$ cat config.mk
export PLATFORM = sky130hd
export DESIGN_NAME = addsub_pipe
export DESIGN_NICKNAME = d
export VERILOG_FILES = /design/src/rtl/addsub_pipe.sv
export SDC_FILE = /design/constraint.sdc
export NUM_CORES = 1
export LEC_CHECK = 0
export BUFFER_PORTS_ARGS = -buffer_cell sky130_fd_sc_hd__buf_4
export CAP_MARGIN = 0
export CORE_ASPECT_RATIO = 1.1
export CORE_MARGIN = 2
export CORE_UTILIZATION = 55
export DETAILED_ROUTE_END_ITERATION = 10
export GPL_ROUTABILITY_DRIVEN = 0
export PLACE_DENSITY = 0.76
export SLEW_MARGIN = 20
export SYNTH_ARGS = -nofsm -noshare
export SYNTH_HDL_FRONTEND = slang
export SYNTH_SLANG_ARGS = --single-unit
$ cat constraint.sdc
create_clock -name clk -period 2.1 [get_ports clk]
set_input_delay 0.21 -clock clk [delete_from_list [all_inputs] [get_ports clk]]
set_output_delay 0.21 -clock clk [all_outputs]
set_load 0.05 [all_outputs]
$ cat src/rtl/addsub_pipe.sv
// Pipelined two's-complement add/sub: one CHUNK-bit slice resolved per stage, carry rippling between stages.
// Latency STAGES cycles, one op per cycle; a stalled output freezes the whole pipe and drops in_ready.
module addsub_pipe #(
  parameter int WIDTH  = 16,
  parameter int CHUNK  = 4,
  parameter int STAGES = WIDTH / CHUNK
) (
  input  logic             clk,
  input  logic             rst_n,
  input  logic             in_valid,
  output logic             in_ready,
  input  logic [WIDTH-1:0] x,
  input  logic [WIDTH-1:0] y,
  input  logic             sub,
  input  logic             cin,
  output logic             out_valid,
  input  logic             out_ready,
  output logic [WIDTH:0]   s,
  output logic             ovf
);

  localparam int LAST = STAGES - 1;

  logic              en;
  logic              rdy_q;
  logic [STAGES-1:0] vld_q, vld_d;
  logic [STAGES-1:0] c_q, c_d;
  logic [WIDTH-1:0]  a_q [STAGES];
  logic [WIDTH-1:0]  a_d [STAGES];
  logic [WIDTH-1:0]  b_q [STAGES];
  logic [WIDTH-1:0]  b_d [STAGES];
  logic [WIDTH-1:0]  r_q [STAGES];
  logic [WIDTH-1:0]  r_d [STAGES];

  assign en        = !vld_q[LAST] || out_ready;
  // rdy_q keeps in_ready low through reset and for the first edge after it
  assign in_ready  = rdy_q && en;
  assign out_valid = vld_q[LAST];
  assign s         = {c_q[LAST], r_q[LAST]};
  assign ovf       = (a_q[LAST][WIDTH-1] == b_q[LAST][WIDTH-1]) &&
                     (r_q[LAST][WIDTH-1] != a_q[LAST][WIDTH-1]);

  always_comb begin
    logic [CHUNK:0] sl;
    sl = '0;
    // Subtraction is folded into the operands up front: B' = ~y, carry = !cin
    a_d[0]   = x;
    b_d[0]   = sub ? ~y : y;
    sl       = {1'b0, x[CHUNK-1:0]} + {1'b0, b_d[0][CHUNK-1:0]} + {{CHUNK{1'b0}}, sub ^ cin};
    r_d[0]   = '0;
    r_d[0][CHUNK-1:0] = sl[CHUNK-1:0];
    c_d[0]   = sl[CHUNK];
    vld_d[0] = in_valid && in_ready;
    for (int k = 1; k < STAGES; k++) begin
      a_d[k] = a_q[k-1];
      b_d[k] = b_q[k-1];
      r_d[k] = r_q[k-1];
      sl     = {1'b0, a_q[k-1][k*CHUNK +: CHUNK]} + {1'b0, b_q[k-1][k*CHUNK +: CHUNK]} +
               {{CHUNK{1'b0}}, c_q[k-1]};
      r_d[k][k*CHUNK +: CHUNK] = sl[CHUNK-1:0];
      c_d[k]   = sl[CHUNK];
      vld_d[k] = vld_q[k-1];
    end
  end

  always_ff @(posedge clk or negedge rst_n) begin
    if (!rst_n) begin
      rdy_q <= 1'b0;
      vld_q <= '0;
      c_q   <= '0;
      for (int k = 0; k < STAGES; k++) begin
        a_q[k] <= '0;
        b_q[k] <= '0;
        r_q[k] <= '0;
      end
    end else begin
      rdy_q <= 1'b1;
      if (en) begin
        vld_q <= vld_d;
        c_q   <= c_d;
        for (int k = 0; k < STAGES; k++) begin
          a_q[k] <= a_d[k];
          b_q[k] <= b_d[k];
          r_q[k] <= r_d[k];
        end
      end
    end
  end

endmodule

==> out/metrics.cfg <==
[timing]
hold_viol = 0
fin_skew_ps = 10.5
slew_violations = 0
setup_slack_ps = 250
finalCritPeriodShare = 0.881
fin_crit_ps = 1850
rsz0062_at_grt = no
setup-tns-final_ps = 0
max_freq_mhz = 540
slew_headroom = 0.570
setup_viol = 0
tightest_slew_ps = 645

[critical_path]
crit_arrival_ps = 2080
worstPathRequired_ps = 2330
reg2reg_from = c_q[2]
startpoint = c_q[2]
r2r_end = c_q[3]
path_class = register to register
cp_max_fo = 2
crit_end = c_q[3]
r2r_cells = 5
startpoint_type = register
rrSetupSlack_ps = 250
end_kind = register
crit_chain = fa_1 -> fa_1 -> a21o_1 -> a21oi_1 -> a21oi_1
cpPeakStageDelay_ps = 460
critPathSlowestCell = fa_1

[synthesis]
ys_ff_latch = 99
syn_area_mm2 = 0.00444
synthTopCellsByArea = dfrtp_1 56%, nand2_1 19%, fa_1 3.6%
synth_area_per_cell_um2 = 9.53
synth_largest_area_cell = dfrtp_1
synth.distinct_cells = 26
yosysWarnings = 0
synth.top_cell.area_share = 0.558
seq_area_frac_synth = 0.558
syn_nets = 524
synthCells = 466

[job]
cap_violations = 0

[global_routing]
grt_pass1_vias = 3034
overflow = 0
grt_pass1_wl_um = 13200
grt_max_degree = 105
top_usage_layer = met2
grtUsageMet1 = 0.264
met2_usage = 0.303
antenna_found_initial = 0
grtUsageMet3 = 0.0279
grtUsageTotal = 0.189

[clock_network]
htree_num_levels = 3
clock_latency_ps = 350
cts-buffers-inserted = 9
cts.sinks = 99
cts_root_buf = clkbuf_8
post_cts_buffers = 0
cts_resized = 0
tritoncts = yes
clk_path_buf_depth = 2
path_clk_slew_ps = 100
ctsHoldBuffers = 1

[drt]
drt_iter0_drc = 172
wl_um = 7530
dr.pass1.iters = 6
via_per_inst = 4.86
routed-via-count = 3056
wl_per_cell_um = 12.0
drtAntennaViolNets = 0
drc = 0

[floorplanning]
die_y_um = 98.2
core_area_mm2 = 0.00787
pin_count = 58
num_rows = 34
die-area_mm2 = 0.00881
die_x_um = 89.7
initial_core_util = 0.564

[hold_path]
min_path_type = input pin to register

[pwr]
vdd_drop_max_v = 0.000836
p_per_area_mw_per_mm2 = 1460
power.leakage_nw = 2.63

[final_layout]
n_fill_cell = 663
final_layout_size_suffix_gt1_frac = 0.157
instances_no_fill = 629
diodes = 0
multi_input_area_mm2 = 0.00171
regArea_mm2 = 0.00248
final_nets = 574
syn_to_final_growth_pct = 14.1

[placement]
placedCellCount = 612
port_buffers = 57
placement.setup.worst_slack_ps = 72.4
post-dp-hpwl_um = 5070

[run_status]
status = finished, final reports clean

[placed cells by master, fill, tap and decap left out, types with 3 or more instances in the layout]
master    instances
nand2_1         223
dfrtp_1          99
buf_4            60
o21ai_0          27
xnor2_1          12
ha_1             12
a21oi_1          11
inv_1            10
xor2_1           10
clkbuf_8         10
nor2_1            9
fa_1              8
a21o_1            5
nor2b_1           3
buf_12            3
[worst min-delay path by stage]
stage	from	end	slack, ps	depth (start not counted)
after floorplan	rst_n	a_d[12]	-90	0
after global placement	rst_n	s[1]	270	1
after detailed placement	rst_n	s[2]	280	1
after CTS	x[14]	a_d[46]	30	3
after global routing	x[14]	a_d[46]	50	3
final	x[12]	a_d[44]	50	3
[cell usage after synthesis, drive strengths merged]
cell and n:
a211oi 1, a21o 5, a21oi 11, and2 1, buf 24, clkbuf 1
conb 1, dfrtp 99, fa 8, ha 12, inv 10, nand2 223
nand2b 2, nand3 1, nor2 9, nor2b 4, nor3 1, o21a 2
o21ai 28, o31ai 1, xnor2 12, xor2 10
[worst max-delay path, delay by kind of cell (launching register included)]
kind                       cells  cell delay (ps)
DFF                            1              420
AOI/OAI and AO/OA              3              420
adders and majority gates      2              880
[final cells by class]
| type | count | share of cell area |
|---|---|---|
| Inverter | 10 | 0.00741 |
| Sequential cell | 99 | 0.489 |
| Clock inverter | 6 | 0.00939 |
| Timing Repair Buffer | 64 | 0.103 |
| Multi-Input combinational cell | 332 | 0.337 |
| Clock buffer | 10 | 0.0272 |
| Tap cell | 108 | 0.0267 |
[flip-flops by register name, indices dropped and copies added (netlist names), 4 cells and up]
signal,flops
c_q,4
r_d,24
b_d,24
vld_q,4
s,16
a_d,24
[power by group]
| group | internal, mW | leakage [nW] | switching [mW] | total (mW) |
|---|---|---|---|---|
| logic | 1.14 | 1.35 | 1.94 | 3.07 |
| registers | 2.73 | 1.19 | 0.455 | 3.18 |
| clock network | 0.474 | 0.0933 | 0.656 | 1.13 |
| total | 4.34 | 2.63 | 3.05 | 7.39 |
[cell families (layout without fill, tap and decap cells)]
family,after synthesis,count (layout),share of synthesized area
flops,99,99,0.558
other cells,1,1,0.000844
xor+xnor,22,22,0.0434
simple gates,241,241,0.210
fa+ha+maj,20,20,0.0699
compound gates,48,48,0.0603
buf+inv,35,90,0.0578
[layer usage]
metal,vias to the layer above,wire (µm)
met5,-,0
met1,1444,3540
met3,12,243
met4,0,119
met2,52,3630
li1,1548,-
[through the flow]
| step | total power [mW] | utilization | cell area (µm²) | hold slack [ps] |
|---|---|---|---|---|
| after CTS | 7.46 | 0.644 | 5060 | 34.2 |
| after detailed placement | 6.33 | 0.619 | 4870 | 282 |
| final | 7.39 | 0.644 | 5060 | 45.5 |
| after global placement | 6.18 | 0.619 | 4870 | 274 |
| after global routing | 8.03 | 0.644 | 5060 | 46.6 |
| after floorplan | 5.56 | - | 4440 | -85.6 |
Power figures use the tool's default switching activity.
